$ cat src/rtl/dsp_pkg.sv
// Shared constants and fit-range helpers for the DSP slice.
// Wide signed arithmetic keeps range checks independent of operand width.
package dsp_pkg;

  localparam int MREG_MAX = 4;
  localparam int WIDE_W   = 128;

  typedef logic signed [WIDE_W-1:0] wide_t;

  function automatic wide_t fit_smax(input int w);
    return (wide_t'(1) <<< (w - 1)) - wide_t'(1);
  endfunction

  function automatic wide_t fit_smin(input int w);
    return -(wide_t'(1) <<< (w - 1));
  endfunction

  function automatic wide_t fit_umax(input int w);
    return (wide_t'(1) <<< w) - wide_t'(1);
  endfunction

  function automatic wide_t fit_umin(input int w);
    return wide_t'(w - w);
  endfunction

endpackage

$ cat src/rtl/mult_pipe_stage_if.sv
// Sample bus of the multiplier stage: operands in, fitted product out.
// master drives operands, slave is the multiplier.
interface mult_pipe_stage_if #(
  parameter int A_WIDTH   = 25,
  parameter int B_WIDTH   = 18,
  parameter int OUT_WIDTH = 43
);

  logic                 IN_VALID;
  logic                 SIGNED_MODE;
  logic [A_WIDTH-1:0]   A_D;
  logic [B_WIDTH-1:0]   B;
  logic                 OUT_VALID;
  logic [OUT_WIDTH-1:0] MULT_OUT;
  logic                 OVF;

  modport master (
    output IN_VALID, SIGNED_MODE, A_D, B,
    input  OUT_VALID, MULT_OUT, OVF
  );

  modport slave (
    input  IN_VALID, SIGNED_MODE, A_D, B,
    output OUT_VALID, MULT_OUT, OVF
  );

endinterface

$ cat src/rtl/mult_postproc.sv
// Combinational scale (round half up, shift) and fit (saturate or wrap)
// of a P-bit product, flagging any value outside the output range.
module mult_postproc
  import dsp_pkg::*;
#(
  parameter int P         = 45,
  parameter int SHIFT     = 0,
  parameter int ROUND     = 0,
  parameter int SAT       = 0,
  parameter int OUT_WIDTH = 43
) (
  input  logic                 i_signed,
  input  logic [P-1:0]         i_prod,
  output logic [OUT_WIDTH-1:0] o_out,
  output logic                 o_ovf
);

  localparam int RS = (SHIFT > 0) ? SHIFT - 1 : 0;
  localparam logic [P-1:0] RND_K =
    (ROUND != 0 && SHIFT > 0) ? (P'(1) << RS) : '0;

  localparam wide_t S_MAX = fit_smax(OUT_WIDTH);
  localparam wide_t S_MIN = fit_smin(OUT_WIDTH);
  localparam wide_t U_MAX = fit_umax(OUT_WIDTH);
  localparam wide_t U_MIN = fit_umin(OUT_WIDTH);

  logic [P-1:0] w_rnd;
  logic [P-1:0] w_sh;
  wide_t        w_ext;
  logic         w_hi;
  logic         w_lo;

  // rounding carry stays inside P bits, which never overflow for legal widths
  assign w_rnd = i_prod + RND_K;

  always_comb begin
    w_sh  = w_rnd >> SHIFT;
    w_ext = {{(WIDE_W-P){1'b0}}, w_sh};
    w_hi  = 1'b0;
    w_lo  = 1'b0;
    if (i_signed) begin
      w_sh  = $signed(w_rnd) >>> SHIFT;
      w_ext = {{(WIDE_W-P){w_sh[P-1]}}, w_sh};
      w_hi  = w_ext > S_MAX;
      w_lo  = w_ext < S_MIN;
    end else begin
      w_hi  = w_ext > U_MAX;
      w_lo  = w_ext < U_MIN;
    end
  end

  always_comb begin
    o_ovf = w_hi | w_lo;
    o_out = w_sh[OUT_WIDTH-1:0];
    if (SAT != 0 && w_hi) begin
      o_out = i_signed ? S_MAX[OUT_WIDTH-1:0] : U_MAX[OUT_WIDTH-1:0];
    end else if (SAT != 0 && w_lo) begin
      o_out = i_signed ? S_MIN[OUT_WIDTH-1:0] : U_MIN[OUT_WIDTH-1:0];
    end
  end

endmodule

$ cat src/rtl/mult_pipe_stage.sv
// Pipelined multiplier output stage: product, optional pre-register,
// post-processing and a valid-tracked register chain of depth MREG.
module mult_pipe_stage
  import dsp_pkg::*;
#(
  parameter int A_WIDTH   = 25,
  parameter int B_WIDTH   = 18,
  parameter int MREG      = 1,
  parameter int SHIFT     = 0,
  parameter int ROUND     = 0,
  parameter int SAT       = 0,
  parameter int OUT_WIDTH = 43
) (
  input  logic CLK,
  input  logic RSTM_N,
  input  logic SRSTM,
  input  logic CEM,
  mult_pipe_stage_if.slave bus
);

  localparam int P  = A_WIDTH + B_WIDTH + 2;
  localparam int ND = (MREG >= 2) ? MREG - 1 : MREG;

  if (MREG < 0 || MREG > MREG_MAX) begin : g_bad_mreg
    $error("mult_pipe_stage: MREG out of range");
  end

  logic [P-1:0]         w_a_ext;
  logic [P-1:0]         w_b_ext;
  logic [P-1:0]         w_prod;
  logic [P-1:0]         w_pp_prod;
  logic                 w_pp_sgn;
  logic                 w_pp_vld;
  logic [OUT_WIDTH-1:0] w_pp_out;
  logic                 w_pp_ovf;

  assign w_a_ext = {{(P-A_WIDTH){bus.SIGNED_MODE & bus.A_D[A_WIDTH-1]}},
                    bus.A_D};
  assign w_b_ext = {{(P-B_WIDTH){bus.SIGNED_MODE & bus.B[B_WIDTH-1]}},
                    bus.B};
  // low P bits of the extended product are exact in both modes
  assign w_prod  = w_a_ext * w_b_ext;

  if (MREG >= 2) begin : g_s1
    logic [P-1:0] r_prod;
    logic         r_sgn;
    logic         r_vld;

    always_ff @(posedge CLK or negedge RSTM_N) begin
      if (!RSTM_N) begin
        r_prod <= '0;
        r_sgn  <= 1'b0;
        r_vld  <= 1'b0;
      end else if (SRSTM) begin
        r_prod <= '0;
        r_sgn  <= 1'b0;
        r_vld  <= 1'b0;
      end else if (CEM) begin
        r_vld <= bus.IN_VALID;
        if (bus.IN_VALID) begin
          r_prod <= w_prod;
          r_sgn  <= bus.SIGNED_MODE;
        end
      end
    end

    assign w_pp_prod = r_prod;
    assign w_pp_sgn  = r_sgn;
    assign w_pp_vld  = r_vld;
  end else begin : g_s0
    assign w_pp_prod = w_prod;
    assign w_pp_sgn  = bus.SIGNED_MODE;
    assign w_pp_vld  = bus.IN_VALID;
  end

  mult_postproc #(
    .P         (P),
    .SHIFT     (SHIFT),
    .ROUND     (ROUND),
    .SAT       (SAT),
    .OUT_WIDTH (OUT_WIDTH)
  ) u_pp (
    .i_signed (w_pp_sgn),
    .i_prod   (w_pp_prod),
    .o_out    (w_pp_out),
    .o_ovf    (w_pp_ovf)
  );

  if (ND == 0) begin : g_comb
    assign bus.OUT_VALID = w_pp_vld;
    assign bus.MULT_OUT  = w_pp_out;
    assign bus.OVF       = w_pp_ovf;
  end else begin : g_reg
    logic [OUT_WIDTH-1:0] r_out [ND];
    logic [ND-1:0]        r_ovf;
    logic [ND-1:0]        r_vld;

    // valid always advances; data only moves behind a valid bit
    always_ff @(posedge CLK or negedge RSTM_N) begin
      if (!RSTM_N) begin
        r_vld <= '0;
        r_ovf <= '0;
        for (int i = 0; i < ND; i++) r_out[i] <= '0;
      end else if (SRSTM) begin
        r_vld <= '0;
        r_ovf <= '0;
        for (int i = 0; i < ND; i++) r_out[i] <= '0;
      end else if (CEM) begin
        r_vld[0] <= w_pp_vld;
        if (w_pp_vld) begin
          r_out[0] <= w_pp_out;
          r_ovf[0] <= w_pp_ovf;
        end
        for (int i = 1; i < ND; i++) begin
          r_vld[i] <= r_vld[i-1];
          if (r_vld[i-1]) begin
            r_out[i] <= r_out[i-1];
            r_ovf[i] <= r_ovf[i-1];
          end
        end
      end
    end

    assign bus.OUT_VALID = r_vld[ND-1];
    assign bus.MULT_OUT  = r_out[ND-1];
    assign bus.OVF       = r_ovf[ND-1];
  end

endmodule

$ cat src/flat_wrapper.sv
// flat-port wrapper written by rule: the top's interface ports become plain ports
module mult_pipe_stage_flat import dsp_pkg::*;
#(
  parameter int A_WIDTH   = 25,
  parameter int B_WIDTH   = 18,
  parameter int MREG      = 1,
  parameter int SHIFT     = 0,
  parameter int ROUND     = 0,
  parameter int SAT       = 0,
  parameter int OUT_WIDTH = 43
)
  (CLK, RSTM_N, SRSTM, CEM, bus_IN_VALID, bus_SIGNED_MODE, bus_A_D, bus_B, bus_OUT_VALID, bus_MULT_OUT, bus_OVF);
  mult_pipe_stage_if #(.A_WIDTH(A_WIDTH), .B_WIDTH(B_WIDTH), .OUT_WIDTH(OUT_WIDTH)) bus_i ();
  input  logic CLK;
  input  logic RSTM_N;
  input  logic SRSTM;
  input  logic CEM;
  input wire logic [$bits(bus_i.IN_VALID)-1:0] bus_IN_VALID;
  input wire logic [$bits(bus_i.SIGNED_MODE)-1:0] bus_SIGNED_MODE;
  input wire logic [$bits(bus_i.A_D)-1:0] bus_A_D;
  input wire logic [$bits(bus_i.B)-1:0] bus_B;
  output wire logic [$bits(bus_i.OUT_VALID)-1:0] bus_OUT_VALID;
  output wire logic [$bits(bus_i.MULT_OUT)-1:0] bus_MULT_OUT;
  output wire logic [$bits(bus_i.OVF)-1:0] bus_OVF;
  assign bus_i.IN_VALID = bus_IN_VALID;
  assign bus_i.SIGNED_MODE = bus_SIGNED_MODE;
  assign bus_i.A_D = bus_A_D;
  assign bus_i.B = bus_B;
  assign bus_OUT_VALID = bus_i.OUT_VALID;
  assign bus_MULT_OUT = bus_i.MULT_OUT;
  assign bus_OVF = bus_i.OVF;
  mult_pipe_stage #(.A_WIDTH(A_WIDTH), .B_WIDTH(B_WIDTH), .MREG(MREG), .SHIFT(SHIFT), .ROUND(ROUND), .SAT(SAT), .OUT_WIDTH(OUT_WIDTH)) u_core (.CLK(CLK), .RSTM_N(RSTM_N), .SRSTM(SRSTM), .CEM(CEM), .bus(bus_i));
endmodule
$ cat config.mk
export PLATFORM = sky130hd
export DESIGN_NAME = mult_pipe_stage_flat
export DESIGN_NICKNAME = d
export VERILOG_FILES = /design/src/rtl/dsp_pkg.sv /design/src/rtl/mult_pipe_stage_if.sv /design/src/rtl/mult_postproc.sv /design/src/rtl/mult_pipe_stage.sv /design/src/flat_wrapper.sv
export SDC_FILE = /design/constraint.sdc
export NUM_CORES = 1
export LEC_CHECK = 0
export BUFFER_PORTS_ARGS = -buffer_cell sky130_fd_sc_hd__clkbuf_2
export CAP_MARGIN = 5
export CORE_MARGIN = 3
export CORE_UTILIZATION = 55
export CTS_CLUSTER_SIZE = 12
export DETAILED_ROUTE_END_ITERATION = 16
export GPL_ROUTABILITY_DRIVEN = 0
export GPL_TIMING_DRIVEN = 0
export PLACE_DENSITY = 0.77
export SYNTH_ARGS = -nofsm -noshare
export SYNTH_HDL_FRONTEND = slang
export SYNTH_SLANG_ARGS = --single-unit
$ cat constraint.sdc
create_clock -name CLK -period 1.82 [get_ports CLK]
set_clock_uncertainty 0.1 [all_clocks]
set_input_delay 0.364 -clock CLK [delete_from_list [all_inputs] [get_ports CLK]]
set_output_delay 0.364 -clock CLK [all_outputs]
set_load 0.01 [all_outputs]
==> summary.md <==
| Metric | Value |
|---|---|
| Status | `complete, but fails checks` |
| Failing checks | `negative setup slack` |
| CP Launch Type | `input pin` |
| CTS Buf Count | `5` |
| Drt total wl | `60,100 um` |
| Arr. time, crit path | `6940 ps` |
| Area fraction of the dominant cell type after synthesis | `50.7%` |
| Worst Hold Class | `in2async` |
| Relative slew slack | `22.7%` |
| Post-route design area | `24,100 sq um` |
| Slowest-stage cell, CP | `fa_2` |
| Drt first-iter violations | `1,393` |
| Seq/Total Area, Yosys | `5.84%` |
| Max incr delay on CP | `610 ps` |
| Crit. Startpoint | `bus_A_D[2]` |
| Mapped Nets | `2,800` |
| Post-DP Area | `21,000 sq um` |
| Worst reg-to-reg setup slack | `910 ps` |
| Largest net degree at the start of global routing | `46` |
| Nature of the critical path endpoint | `register` |
| Crit share post-route | `375%` |
| Worst slew pin tran | `1160 ps` |
| Chip Width | `193 um` |
| Port Buf Inserts | `66` |
| Post-synthesis cell area | `19,300 sq um` |
| # hold bufs at CTS | `0` |
| Row Count | `67` |
| Total track usage | `30.5%` |
| Fin worst setup slack | `-5010 ps` |
| Total instance count after detailed placement | `2,650` |
| Clk slew on worst S/H paths | `70 ps` |
| Ant diodes | `0` |
| FMAX | `147 MHz` |
| First-pass GRT wire length | `89,900 um` |
| Clock root buffer master | `clkbuf_16` |
| Finished Layout Cells | `2,760` |
| Most frequent cell after synthesis | `inv_1` |
| Largest area contributor in the netlist | `fa_1` |
| WS Path Type | `in2reg` |
| CP Max Fanout | `10` |
| Crit path top cell by count | `fa_1` |
| Final core utilization | `70.8%` |
| Required time of the critical path | `1930 ps` |
| ANT nets after route | `0` |
| CTS tree | `built` |
| Number of global-route vias before repair | `16,900` |
| GRT Residual Overflow | `0` |
| Fin. Hold Viols | `0` |
| Final Setup Violations | `43` |
| Clk sinks | `45` |
| Ys flop type | `dfrtp_1` |
| Critical R2R Capture | `u_core.bus.MULT_OUT[34]` |
| Synth cell types | `62` |
| Ys Warns | `0` |
| Synth Register Bits | `45` |
| Full die area | `37,300 sq um` |
| Core ar. | `34,000 sq um` |
| Initial Util | `56.7%` |
| Largest cells by area after synthesis | `fa_1 (51%), inv_1 (9.9%), ha_1 (8.2%)` |
| Avg WL per Cell | `21.8 um` |
| Final Max Tran Viols | `0` |
| Mapped Cells | `2,136` |
| Fraction of registers with async set/reset | `100%` |
| DRC | `0` |
| Min Tclk post-route | `6830 ps` |
| Crit path to | `u_core.bus.MULT_OUT[40]` |
| DR vias | `15,900` |
| Syn-to-layout area delta | `24.9%` |
| Initial antenna violation count | `0` |
| Die H | `193 um` |
| Via/cell ratio | `5.76` |
| Setup TNS | `-166,440 ps` |
| Synth top cells by count | `inv_1 (508), fa_1 (488), nand2_1 (376)` |
| Placed wire-length estimate | `45,300 um` |
| Worst r2r src | `u_core.bus.MULT_OUT[34]` |
| EDFF count, synth | `0` |
| Avg Inst Size Synth | `9.03 sq um` |
| # Max-Cap Violations | `0` |
| Num ports | `94` |
| RSZ-0062 raised after global routing | `true` |
| Ratio of cells with drive above 1 in the final layout | `21.8%` |
| CTS Buffer Depth | `2` |
| Layout Nets | `2,975` |
| Skew-Pair Late Insertion Delay | `290 ps` |
| DR pass1 iterations | `8` |
| FF-to-FF path depth | `2` |
| H-tree depth | `2` |
## flip-flops by register name (all words and copies together), names as in the netlist
name,cells
u_core.bus.OVF,1
u_core.bus.OUT_VALID,1
u_core.bus.MULT_OUT,43
## through the flow
step                setup WS [ps]  hold WS [ps]
floorplan                   -4810         -31.6
global placement            -5970           374
detailed placement          -6080           393
CTS                         -4900           224
global route                -5170           276
finish                      -5010           191
## cell families after synthesis
kind of cell             count (synthesis)  share of synthesized area [%]
AO/OA/AOI/OAI                          172                           5.95
XOR/XNOR                                39                           1.77
adder cells (fa/ha/maj)                615                           58.9
buffers and inverters                  619                           12.1
flip-flops                              45                           5.84
AND/OR/NAND/NOR                        646                           15.4
## critical path: cells and delay by family
family | cells | cell delay [ps]
adders and majority gates | 8 | 3880
AOI/OAI and AO/OA | 6 | 1200
buffers and inverters | 9 | 1020
and+or+nand+nor | 3 | 230
xor gates and xnor gates | 1 | 200
## repair_timing
item,4_1_cts,5_1_grt
buffers inserted,55,51
endpoints found under the hold margin,0,0
pin swaps,70,90
resized for setup,309,150
endpoints found under the setup margin,42,42
gates cloned,0,1
## layout by cell type, fill, tap and decap left out, types with 6 or more instances in the layout
cell type / Yosys / routed
inv_1: 508 / 475
and2_1: 166 / 162
ha_1: 127 / 75
clkbuf_2: 0 / 55
buf_8: 0 / 12
fa_1: 488 / 470
nor3_1: 8 / 7
clkbuf_4: 0 / 12
o21ai_0: 27 / 8
nor2_1: 48 / 43
a21o_1: 17 / 17
inv_2: 0 / 29
nand2_4: 0 / 10
buf_4: 0 / 71
nand2_2: 0 / 20
and3_1: 11 / 8
clkbuf_8: 0 / 30
a21oi_1: 56 / 29
o21ai_1: 7 / 14
a31oi_1: 10 / 6
nand3_1: 15 / 11
ha_4: 0 / 50
clkbuf_16: 0 / 49
xnor2_2: 0 / 8
buf_6: 1 / 31
fa_2: 0 / 18
clkbuf_1: 107 / 15
a21oi_2: 0 / 24
xnor2_1: 24 / 16
xor2_1: 15 / 14
o21ai_2: 1 / 8
dfrtp_1: 45 / 45
o21a_1: 6 / 6
nand2_1: 376 / 345
## worst min path at each step
stage,depth (start not counted),slack [ps],endpoint,startpoint
2_1_floorplan,0,-30,u_core.bus.MULT_OUT[0],RSTM_N
3_3_place_gp,2,370,u_core.bus.MULT_OUT[12],u_core.bus.MULT_OUT[12]
3_5_place_dp,2,390,u_core.bus.MULT_OUT[24],u_core.bus.MULT_OUT[24]
4_1_cts,1,220,u_core.bus.OUT_VALID,RSTM_N
5_1_grt,1,280,u_core.bus.MULT_OUT[42],RSTM_N
6_report,1,190,u_core.bus.MULT_OUT[42],RSTM_N
## cell type report
| type | instances | area, sq um |
|---|---|---|
| clock buffer | 6 | 129 |
| buffer | 108 | 1610 |
| sequential | 45 | 1130 |
| inverter | 509 | 1930 |
| multi-input combinational | 1472 | 17200 |
| clock inverter | 2 | 15.0 |
| timing repair buffer | 170 | 1500 |
| tap | 448 | 561 |
| fill | 2393 | 9950 |
## layer usage
metal	part of all wire, %	track usage [%]
met4	5.9	12.2
met5	0	0
met3	8.7	6.26
met1	35	38.0
met2	50	52.6
Power is not shown: default switching activity piles up to over one toggle a cycle in this logic, so the estimate is an artifact.
